`src/rtl/pipeline_mem_if.sv`:
```
// Data-memory port of the memory-access stage: request/acknowledge bus grouped
// so the stage (master) and the memory model (slave) share one definition.

`ifndef MEM_OPCODE_WIDTH
`define MEM_OPCODE_WIDTH 4
`define MEM_NOP 4'd0
`define MEM_LB  4'd1
`define MEM_LBU 4'd2
`define MEM_LH  4'd3
`define MEM_LHU 4'd4
`define MEM_LW  4'd5
`define MEM_SB  4'd6
`define MEM_SH  4'd7
`define MEM_SW  4'd8
`endif

interface pipeline_mem_if;
    logic        dmem_req;
    logic        dmem_we;
    logic [31:0] dmem_addr;
    logic [3:0]  dmem_be;
    logic [31:0] dmem_wdata;
    logic        dmem_ack;
    logic [31:0] dmem_rdata;

    modport master (
        output dmem_req, dmem_we, dmem_addr, dmem_be, dmem_wdata,
        input  dmem_ack, dmem_rdata
    );

    modport slave (
        input  dmem_req, dmem_we, dmem_addr, dmem_be, dmem_wdata,
        output dmem_ack, dmem_rdata
    );
endinterface

```
`src/rtl/pipeline_mem.sv`:
```
// Memory-access pipeline stage: one-entry buffer, single-outstanding data-memory
// transaction, registered write-back bus. Optional misalignment trap: MEM_ALIGN_CHECK_EN.

`ifndef MEM_OPCODE_WIDTH
`define MEM_OPCODE_WIDTH 4
`define MEM_NOP 4'd0
`define MEM_LB  4'd1
`define MEM_LBU 4'd2
`define MEM_LH  4'd3
`define MEM_LHU 4'd4
`define MEM_LW  4'd5
`define MEM_SB  4'd6
`define MEM_SH  4'd7
`define MEM_SW  4'd8
`endif

module pipeline_mem (
    input  logic                         CLK,
    input  logic                         RST_N,
    output logic                         prev_busy,
    input  logic [31:0]                  prev_insnPC,
    input  logic [2:0]                   prev_insn_id,
    input  logic [`MEM_OPCODE_WIDTH-1:0] mem_opcode,
    input  logic [31:0]                  mem_src1,
    input  logic [31:0]                  mem_src2,
    input  logic                         mem_src2_forward,
    input  logic [2:0]                   mem_src2_forward_from,
    pipeline_mem_if.master               dmem,
    output logic [2:0]                   write_back_insn_id,
    output logic [31:0]                  write_back_data,
    output logic [31:0]                  write_back_insnPC,
    output logic                         write_back_en,
    output logic                         mem_exc
);

    typedef enum logic [1:0] {
        ST_EMPTY    = 2'd0,
        ST_ACCESS   = 2'd1,
        ST_COMPLETE = 2'd2
    } state_t;

    localparam int OPW = `MEM_OPCODE_WIDTH;
    localparam logic [2:0] NO_ID = 3'b111;

    function automatic logic is_load(input logic [OPW-1:0] op);
        case (op)
            `MEM_LB, `MEM_LBU, `MEM_LH, `MEM_LHU, `MEM_LW: is_load = 1'b1;
            default:                                      is_load = 1'b0;
        endcase
    endfunction

    function automatic logic is_store(input logic [OPW-1:0] op);
        case (op)
            `MEM_SB, `MEM_SH, `MEM_SW: is_store = 1'b1;
            default:                   is_store = 1'b0;
        endcase
    endfunction

    // Byte enables follow the access size for both loads and stores.
    function automatic logic [3:0] access_be(input logic [OPW-1:0] op, input logic [1:0] lane);
        case (op)
            `MEM_LB, `MEM_LBU, `MEM_SB: access_be = 4'b0001 << lane;
            `MEM_LH, `MEM_LHU, `MEM_SH: access_be = lane[1] ? 4'b1100 : 4'b0011;
            default:                    access_be = 4'b1111;
        endcase
    endfunction

    function automatic logic [31:0] store_wdata(input logic [OPW-1:0] op, input logic [31:0] data);
        case (op)
            `MEM_SB: store_wdata = {4{data[7:0]}};
            `MEM_SH: store_wdata = {2{data[15:0]}};
            `MEM_SW: store_wdata = data;
            default: store_wdata = 32'd0;
        endcase
    endfunction

    function automatic logic [31:0] load_format(input logic [OPW-1:0] op, input logic [1:0] lane,
                                                input logic [31:0] word);
        logic [7:0]  byte_v;
        logic [15:0] half_v;
        case (lane)
            2'd0:    byte_v = word[7:0];
            2'd1:    byte_v = word[15:8];
            2'd2:    byte_v = word[23:16];
            default: byte_v = word[31:24];
        endcase
        half_v = lane[1] ? word[31:16] : word[15:0];
        case (op)
            `MEM_LB:  load_format = {{24{byte_v[7]}}, byte_v};
            `MEM_LBU: load_format = {24'd0, byte_v};
            `MEM_LH:  load_format = {{16{half_v[15]}}, half_v};
            `MEM_LHU: load_format = {16'd0, half_v};
            `MEM_LW:  load_format = word;
            default:  load_format = 32'd0;
        endcase
    endfunction

    state_t           state_r, state_s;
    logic [2:0]       buf_id_r, buf_id_s;
    logic [31:0]      buf_pc_r, buf_pc_s;
    logic [OPW-1:0]   buf_op_r, buf_op_s;
    logic [31:0]      buf_addr_r, buf_addr_s;
    logic [31:0]      buf_data_r, buf_data_s;
    logic             buf_wb_en_r, buf_wb_en_s;
    logic             buf_exc_r, buf_exc_s;
    logic             pend_r, pend_s;
    logic [2:0]       pend_from_r, pend_from_s;
    logic             misalign_s;

    logic             busy_r, busy_s;
    logic             req_r, req_s;
    logic             we_r, we_s;
    logic [31:0]      addr_r, addr_s;
    logic [3:0]       be_r, be_s;
    logic [31:0]      wdata_r, wdata_s;
    logic [2:0]       wb_id_r, wb_id_s;
    logic [31:0]      wb_data_r, wb_data_s;
    logic [31:0]      wb_pc_r, wb_pc_s;
    logic             wb_en_r, wb_en_s;
    logic             exc_r, exc_s;

    // Next buffer/state and next registered outputs.
    always_comb begin
        state_s     = state_r;
        buf_id_s    = buf_id_r;
        buf_pc_s    = buf_pc_r;
        buf_op_s    = buf_op_r;
        buf_addr_s  = buf_addr_r;
        buf_data_s  = buf_data_r;
        buf_wb_en_s = buf_wb_en_r;
        buf_exc_s   = buf_exc_r;
        pend_s      = pend_r;
        pend_from_s = pend_from_r;
`ifdef MEM_ALIGN_CHECK_EN
        case (mem_opcode)
            `MEM_LH, `MEM_LHU, `MEM_SH: misalign_s = mem_src1[0];
            `MEM_LW, `MEM_SW:           misalign_s = (mem_src1[1:0] != 2'b00);
            default:                    misalign_s = 1'b0;
        endcase
`else
        misalign_s = 1'b0;
`endif

        if (state_r != ST_ACCESS) begin
            if (prev_insn_id == NO_ID) begin
                state_s  = ST_EMPTY;
                buf_id_s = NO_ID;
            end else begin
                buf_id_s    = prev_insn_id;
                buf_pc_s    = prev_insnPC;
                buf_op_s    = mem_opcode;
                buf_addr_s  = mem_src1;
                buf_exc_s   = 1'b0;
                pend_s      = 1'b0;
                pend_from_s = mem_src2_forward_from;
                if (mem_opcode == `MEM_NOP) begin
                    state_s     = ST_COMPLETE;
                    buf_data_s  = mem_src1;
                    buf_wb_en_s = 1'b1;
                end else if (is_load(mem_opcode) || is_store(mem_opcode)) begin
                    buf_wb_en_s = is_load(mem_opcode);
                    if (misalign_s) begin
                        state_s     = ST_COMPLETE;
                        buf_exc_s   = 1'b1;
                        buf_wb_en_s = 1'b0;
                        buf_data_s  = 32'd0;
                    end else begin
                        state_s = ST_ACCESS;
                        // Store data may be the value retiring on our own write-back bus right now.
                        if (mem_src2_forward && (mem_src2_forward_from == wb_id_r)) begin
                            buf_data_s = wb_data_r;
                        end else begin
                            buf_data_s = mem_src2;
                            pend_s     = mem_src2_forward;
                        end
                    end
                end else begin
                    state_s     = ST_COMPLETE;
                    buf_data_s  = 32'd0;
                    buf_wb_en_s = 1'b0;
                end
            end
        end else begin
            if (pend_r && (pend_from_r == wb_id_r)) begin
                buf_data_s = wb_data_r;
                pend_s     = 1'b0;
            end else begin
                pend_s = pend_r;
            end
            // An ack only counts while a request is actually on the bus.
            if (req_r && dmem.dmem_ack) begin
                state_s = ST_COMPLETE;
                if (is_load(buf_op_r)) begin
                    buf_data_s = load_format(buf_op_r, buf_addr_r[1:0], dmem.dmem_rdata);
                end else begin
                    buf_data_s = buf_data_r;
                end
            end else begin
                state_s = ST_ACCESS;
            end
        end

        busy_s = (state_s == ST_ACCESS);
        req_s  = (state_s == ST_ACCESS) && !pend_s;
        if (state_s == ST_ACCESS) begin
            we_s    = is_store(buf_op_s);
            addr_s  = {buf_addr_s[31:2], 2'b00};
            be_s    = access_be(buf_op_s, buf_addr_s[1:0]);
            wdata_s = store_wdata(buf_op_s, buf_data_s);
        end else begin
            we_s    = 1'b0;
            addr_s  = 32'd0;
            be_s    = 4'd0;
            wdata_s = 32'd0;
        end

        if (state_s == ST_COMPLETE) begin
            wb_id_s   = buf_id_s;
            wb_data_s = buf_data_s;
            wb_pc_s   = buf_pc_s;
            wb_en_s   = buf_wb_en_s;
            exc_s     = buf_exc_s;
        end else begin
            wb_id_s   = NO_ID;
            wb_data_s = 32'd0;
            wb_pc_s   = 32'd0;
            wb_en_s   = 1'b0;
            exc_s     = 1'b0;
        end
    end

    // State, buffer and output registers; reset abandons any transaction in flight.
    always_ff @(posedge CLK or negedge RST_N) begin
        if (!RST_N) begin
            state_r     <= ST_EMPTY;
            buf_id_r    <= NO_ID;
            buf_pc_r    <= 32'd0;
            buf_op_r    <= `MEM_NOP;
            buf_addr_r  <= 32'd0;
            buf_data_r  <= 32'd0;
            buf_wb_en_r <= 1'b0;
            buf_exc_r   <= 1'b0;
            pend_r      <= 1'b0;
            pend_from_r <= NO_ID;
            busy_r      <= 1'b0;
            req_r       <= 1'b0;
            we_r        <= 1'b0;
            addr_r      <= 32'd0;
            be_r        <= 4'd0;
            wdata_r     <= 32'd0;
            wb_id_r     <= NO_ID;
            wb_data_r   <= 32'd0;
            wb_pc_r     <= 32'd0;
            wb_en_r     <= 1'b0;
            exc_r       <= 1'b0;
        end else begin
            state_r     <= state_s;
            buf_id_r    <= buf_id_s;
            buf_pc_r    <= buf_pc_s;
            buf_op_r    <= buf_op_s;
            buf_addr_r  <= buf_addr_s;
            buf_data_r  <= buf_data_s;
            buf_wb_en_r <= buf_wb_en_s;
            buf_exc_r   <= buf_exc_s;
            pend_r      <= pend_s;
            pend_from_r <= pend_from_s;
            busy_r      <= busy_s;
            req_r       <= req_s;
            we_r        <= we_s;
            addr_r      <= addr_s;
            be_r        <= be_s;
            wdata_r     <= wdata_s;
            wb_id_r     <= wb_id_s;
            wb_data_r   <= wb_data_s;
            wb_pc_r     <= wb_pc_s;
            wb_en_r     <= wb_en_s;
            exc_r       <= exc_s;
        end
    end

    assign prev_busy          = busy_r;
    assign dmem.dmem_req      = req_r;
    assign dmem.dmem_we       = we_r;
    assign dmem.dmem_addr     = addr_r;
    assign dmem.dmem_be       = be_r;
    assign dmem.dmem_wdata    = wdata_r;
    assign write_back_insn_id = wb_id_r;
    assign write_back_data    = wb_data_r;
    assign write_back_insnPC  = wb_pc_r;
    assign write_back_en      = wb_en_r;
    assign mem_exc            = exc_r;

endmodule

```
`src/flat_wrapper.sv`:
```
// flat-port wrapper written by rule: the top's interface ports become plain ports
module pipeline_mem_flat 
  (CLK, RST_N, prev_busy, prev_insnPC, prev_insn_id, mem_opcode, mem_src1, mem_src2, mem_src2_forward, mem_src2_forward_from, write_back_insn_id, write_back_data, write_back_insnPC, write_back_en, mem_exc, dmem_dmem_req, dmem_dmem_we, dmem_dmem_addr, dmem_dmem_be, dmem_dmem_wdata, dmem_dmem_ack, dmem_dmem_rdata);
  pipeline_mem_if dmem_i ();
  input  logic CLK;
  input  logic RST_N;
  output logic prev_busy;
  input  logic [31:0] prev_insnPC;
  input  logic [2:0] prev_insn_id;
  input  logic [`MEM_OPCODE_WIDTH-1:0] mem_opcode;
  input  logic [31:0] mem_src1;
  input  logic [31:0] mem_src2;
  input  logic mem_src2_forward;
  input  logic [2:0] mem_src2_forward_from;
  output logic [2:0] write_back_insn_id;
  output logic [31:0] write_back_data;
  output logic [31:0] write_back_insnPC;
  output logic write_back_en;
  output logic mem_exc;
  output wire logic [$bits(dmem_i.dmem_req)-1:0] dmem_dmem_req;
  output wire logic [$bits(dmem_i.dmem_we)-1:0] dmem_dmem_we;
  output wire logic [$bits(dmem_i.dmem_addr)-1:0] dmem_dmem_addr;
  output wire logic [$bits(dmem_i.dmem_be)-1:0] dmem_dmem_be;
  output wire logic [$bits(dmem_i.dmem_wdata)-1:0] dmem_dmem_wdata;
  input wire logic [$bits(dmem_i.dmem_ack)-1:0] dmem_dmem_ack;
  input wire logic [$bits(dmem_i.dmem_rdata)-1:0] dmem_dmem_rdata;
  assign dmem_dmem_req = dmem_i.dmem_req;
  assign dmem_dmem_we = dmem_i.dmem_we;
  assign dmem_dmem_addr = dmem_i.dmem_addr;
  assign dmem_dmem_be = dmem_i.dmem_be;
  assign dmem_dmem_wdata = dmem_i.dmem_wdata;
  assign dmem_i.dmem_ack = dmem_dmem_ack;
  assign dmem_i.dmem_rdata = dmem_dmem_rdata;
  pipeline_mem u_core (.CLK(CLK), .RST_N(RST_N), .prev_busy(prev_busy), .prev_insnPC(prev_insnPC), .prev_insn_id(prev_insn_id), .mem_opcode(mem_opcode), .mem_src1(mem_src1), .mem_src2(mem_src2), .mem_src2_forward(mem_src2_forward), .mem_src2_forward_from(mem_src2_forward_from), .dmem(dmem_i), .write_back_insn_id(write_back_insn_id), .write_back_data(write_back_data), .write_back_insnPC(write_back_insnPC), .write_back_en(write_back_en), .mem_exc(mem_exc));
endmodule
```
`config.mk`:
```
export PLATFORM = sky130hd
export DESIGN_NAME = pipeline_mem_flat
export DESIGN_NICKNAME = d
export VERILOG_FILES = /design/src/rtl/pipeline_mem_if.sv /design/src/rtl/pipeline_mem.sv /design/src/flat_wrapper.sv
export SDC_FILE = /design/constraint.sdc
export NUM_CORES = 1
export LEC_CHECK = 0
export ABC_CLOCK_PERIOD_IN_PS = 3170
export BUFFER_PORTS_ARGS = -buffer_cell sky130_fd_sc_hd__buf_4
export CAP_MARGIN = 20
export CORE_MARGIN = 2
export CORE_UTILIZATION = 58
export DETAILED_ROUTE_END_ITERATION = 10
export PLACE_DENSITY_LB_ADDON = 0.12
export SKIP_CTS_REPAIR_TIMING = 1
export SYNTH_ARGS = -nofsm -noshare
export SYNTH_HDL_FRONTEND = slang
export SYNTH_SLANG_ARGS = --single-unit
```
`constraint.sdc`:
```
create_clock -name CLK -period 3.17 [get_ports CLK]
set_clock_uncertainty 0.1 [all_clocks]
set_input_delay 0.317 -clock CLK [delete_from_list [all_inputs] [get_ports CLK]]
set_output_delay 0.317 -clock CLK [all_outputs]
set_load 0.05 [all_outputs]
```
==> results.md <==
* Result of the run: finished clean
* Setup TNS at 0 ns
* Share of Yosys cell area claimed by the top area cell type at 0.521
* Crit path top cell by count: buf_4
* Count of yosys warnings during synthesis at 0
* Site Rows at 51
* Endpoint type of the worst setup path: flop
* Achievable clock frequency at 333 MHz
* Maxcap violations at 0
* Fraction of registers with async set or reset after synthesis at 1.00
* Longest Clk Path Bufs at 3
* Post-synth top cells: nand2_1, dfrtp_1, a21oi_1, nor2_1, o21ai_0
* Launching element type of the critical path: primary input
* Worst setup path class: primary input to flop
* GP Congestion at 1.01
* Detail-routed via count per cell at 6.10
* Tmin final at 3.00 ns
* Final Cycle Share at 0.947
* Via count of the first global-routing pass at 11,100
* Worst EP arrival at 3.25 ns
* Slowest CP cell: o21ai_1
* Post-layout net count at 1,727
* Flip-flop and latch count after synthesis at 249
* Die extent in y at 145 µm
* DRC marker count from the first detailed-route iteration at 1,160
* Starting density of the core at 0.592
* Most instantiated library cell after synthesis: nand2_1
* Remaining antenna violation count after routing at 0
* Path class of the lowest-slack min-delay path: primary input to flop
* Number of antenna violations at the first check in global routing at 0
* Worst-path fanout max at 12
* Syn Std Cell Area at 11,500 µm²
* Sequential share of the synthesized area at 0.542
* Clock tree from TritonCTS: yes
* Vias after detailed routing at 11,400
* Met2 track demand over resource in global routing at 0.589
* Instance area at placement at 14,200 µm²
* Post-synth cell types at 73
* Setup repair after global routing missed its margin: false
* Count of final hold-check violations at 0
* HPWL Detailed at 28,100 µm
* Area of the placeable core at 19,500 µm²
* Wire length of the first global-routing pass at 61,800 µm
* Top-level I/O count at 282
* Register Area at 6240 µm²
* Cell breakdown of the critical path: dlygate4sd3_1, buf_4, and3_1, buf_4, nor2_4, o21ai_2, nor3b_1, buf_4, o21ai_1, o22ai_1
* Maximum resistive drop on vdd at 0.000725 V
* Final Setup Violations at 0
* Max-slew violation count at 0
* Clock net sink count at 249
* Layout filler cell count at 1,242
* Most area-consuming cells after synthesis: dfrtp_1, nand2_1, a21oi_1, mux2i_1, o21ai_0
* Worst slew pin tran at 1.05 ns
* Power per standard cell area at 1090 nW/µm²
* Overall routed net length at 41,900 µm
* Antenna diode count at 0
* Required time of the critical path at 3.42 ns
* Static leakage at 7.93 nW
* Met3 demand-to-capacity share in global routing at 0.112
* Relative max-transition margin at 0.301
* Count of H-tree levels built during CTS at 1
* Mean cell area of the mapped netlist at 9.48 µm²
* Area enclosed by the die boundary at 21,000 µm²
* Die outline width at 145 µm
* Most used DFF post-synth: dfrtp_1
* Clock tree root buffer cell: clkbuf_16
* Total of buffers placed on input and output ports at 279
* Share of cells above drive strength 1 at 0.279
* First-pass DRT Iterations at 6
* Layout overhead on the synthesized area at 36.3%
* Number of enable flip-flop cells after synthesis at 0
* Met1 Use GR at 0.495
* Num CTS Buffers at 26
* Area occupied by multi-input gates at 4780 µm²
* Non-Filler Cell Area, Final at 15,700 µm²
* Remaining DRCs at 0
* Overall global routing resource usage at 0.376
* Grt ovf at 0
* Clock latency on the worst-skew pair at 0.54 ns
* Worst stage delay on the critical path at 0.76 ns
* Layer with the highest usage after global routing: met2
* Post-Syn Instances at 1,215
* Clock input transition at the sequential cells of the worst setup and hold paths at 0.06 ns
* Cell type with the highest aggregate area in the netlist: dfrtp_1
* Average wire per cell in the routed design at 22.4 µm
* Maximum number of pins on one net before global-route repair at 105
[logic make-up after synthesis]
kind of cell / share of synthesized area
AO/OA/AOI/OAI: 0.188
XOR/XNOR: 0.00945
adder cells (fa/ha/maj): 0.000869
buffers and inverters: 0.0449
flip-flops: 0.542
multiplexers: 0.0381
other: 0.000326
AND/OR/NAND/NOR: 0.176
[area by class of cell]
type	instances	area share
Multi-Input combinational cell	853	0.305
Sequential cell	249	0.398
Tap cell	265	0.0211
Inverter	37	0.00885
Timing Repair Buffer	418	0.214
Clock inverter	11	0.00677
Clock buffer	37	0.0473
[routing by layer]
| metal | routed length, µm | vias up |
|---|---|---|
| met3 | 5010 | 160 |
| met1 | 15400 | 5469 |
| li1 | - | 4971 |
| met5 | 0 | - |
| met2 | 19600 | 808 |
| met4 | 1820 | 0 |
[where the power goes]
group | switching [W] | internal [W]
registers | 0.000794 | 0.00450
logic | 0.00615 | 0.00271
clock network | 0.00130 | 0.00172
total | 0.00824 | 0.00893
[through the flow]
stage | util | hold WS, ns | std cells | power, W | setup slack (ns)
after floorplan | - | -0.0786 | 1216 | 0.0108 | 0.816
after global placement | 0.727 | 0.314 | 1751 | 0.0136 | 0.449
after detailed placement | 0.727 | 0.313 | 1752 | 0.0138 | 0.365
after CTS | 0.771 | -0.235 | 1800 | 0.0169 | 0.381
after global routing | 0.807 | 0.00209 | 1870 | 0.0179 | 0.119
final | 0.807 | 0.00558 | 1870 | 0.0172 | 0.168
[worst paths after layout]
| kind | cells past startpoint | slack (ns) | start | endpoint |
|---|---|---|---|---|
| worst max-delay path | 10 | 0.17 | prev_insn_id[2] | u_core.dmem.dmem_wdata[11]$_DFF_PN0_ |
| worst min-delay path | 3 | 0.006 | mem_src1[0] | u_core.buf_addr_r[0]$_DFF_PN0_ |
| worst max register to register | 8 | 0.22 | u_core.buf_op_r[1]$_DFF_PN0_ | u_core.dmem.dmem_wdata[11]$_DFF_PN0_ |
| worst min register to register | 2 | 0.37 | u_core.buf_pc_r[20]$_DFF_PN0_ | u_core.buf_pc_r[20]$_DFF_PN0_ |
| max in group asynchronous | 3 | 1.70 | RST_N | u_core.dmem.dmem_wdata[29]$_DFF_PN0_ |
| min in group asynchronous | 2 | 0.30 | RST_N | u_core.dmem.dmem_addr[20]$_DFF_PN0_ |
[worst max-delay path: cells and delay by family]
family,cells,cell delay [ns]
AOI/OAI and AO/OA,3,1.19
buffers and inverters,4,1.02
and+or+nand+nor,3,0.71
[registers in the layout, summed over array words and instances, names as in the netlist, 4 cells and up]
| signal | flops |
|---|---|
| u_core.buf_data_r | 32 |
| u_core.dmem.dmem_wdata | 32 |
| u_core.dmem.dmem_be | 4 |
| u_core.buf_addr_r | 32 |
| u_core.write_back_insnPC | 32 |
| u_core.write_back_data | 32 |
| u_core.buf_pc_r | 32 |
| u_core.dmem.dmem_addr | 30 |
| u_core.buf_op_r | 4 |
[placed cells by master, fill, tap and decap left out, types with 27 or more instances in the layout]
| cell type | n |
|---|---|
| buf_4 | 344 |
| nand2_1 | 311 |
| dfrtp_1 | 240 |
| a21oi_1 | 123 |
| nor2_1 | 75 |
| dlygate4sd3_1 | 69 |
| o21ai_0 | 63 |
| mux2i_1 | 36 |
| inv_1 | 35 |
| o22ai_1 | 29 |
| a32oi_1 | 27 |
No activity file was read; power rests on OpenSTA's default activity.
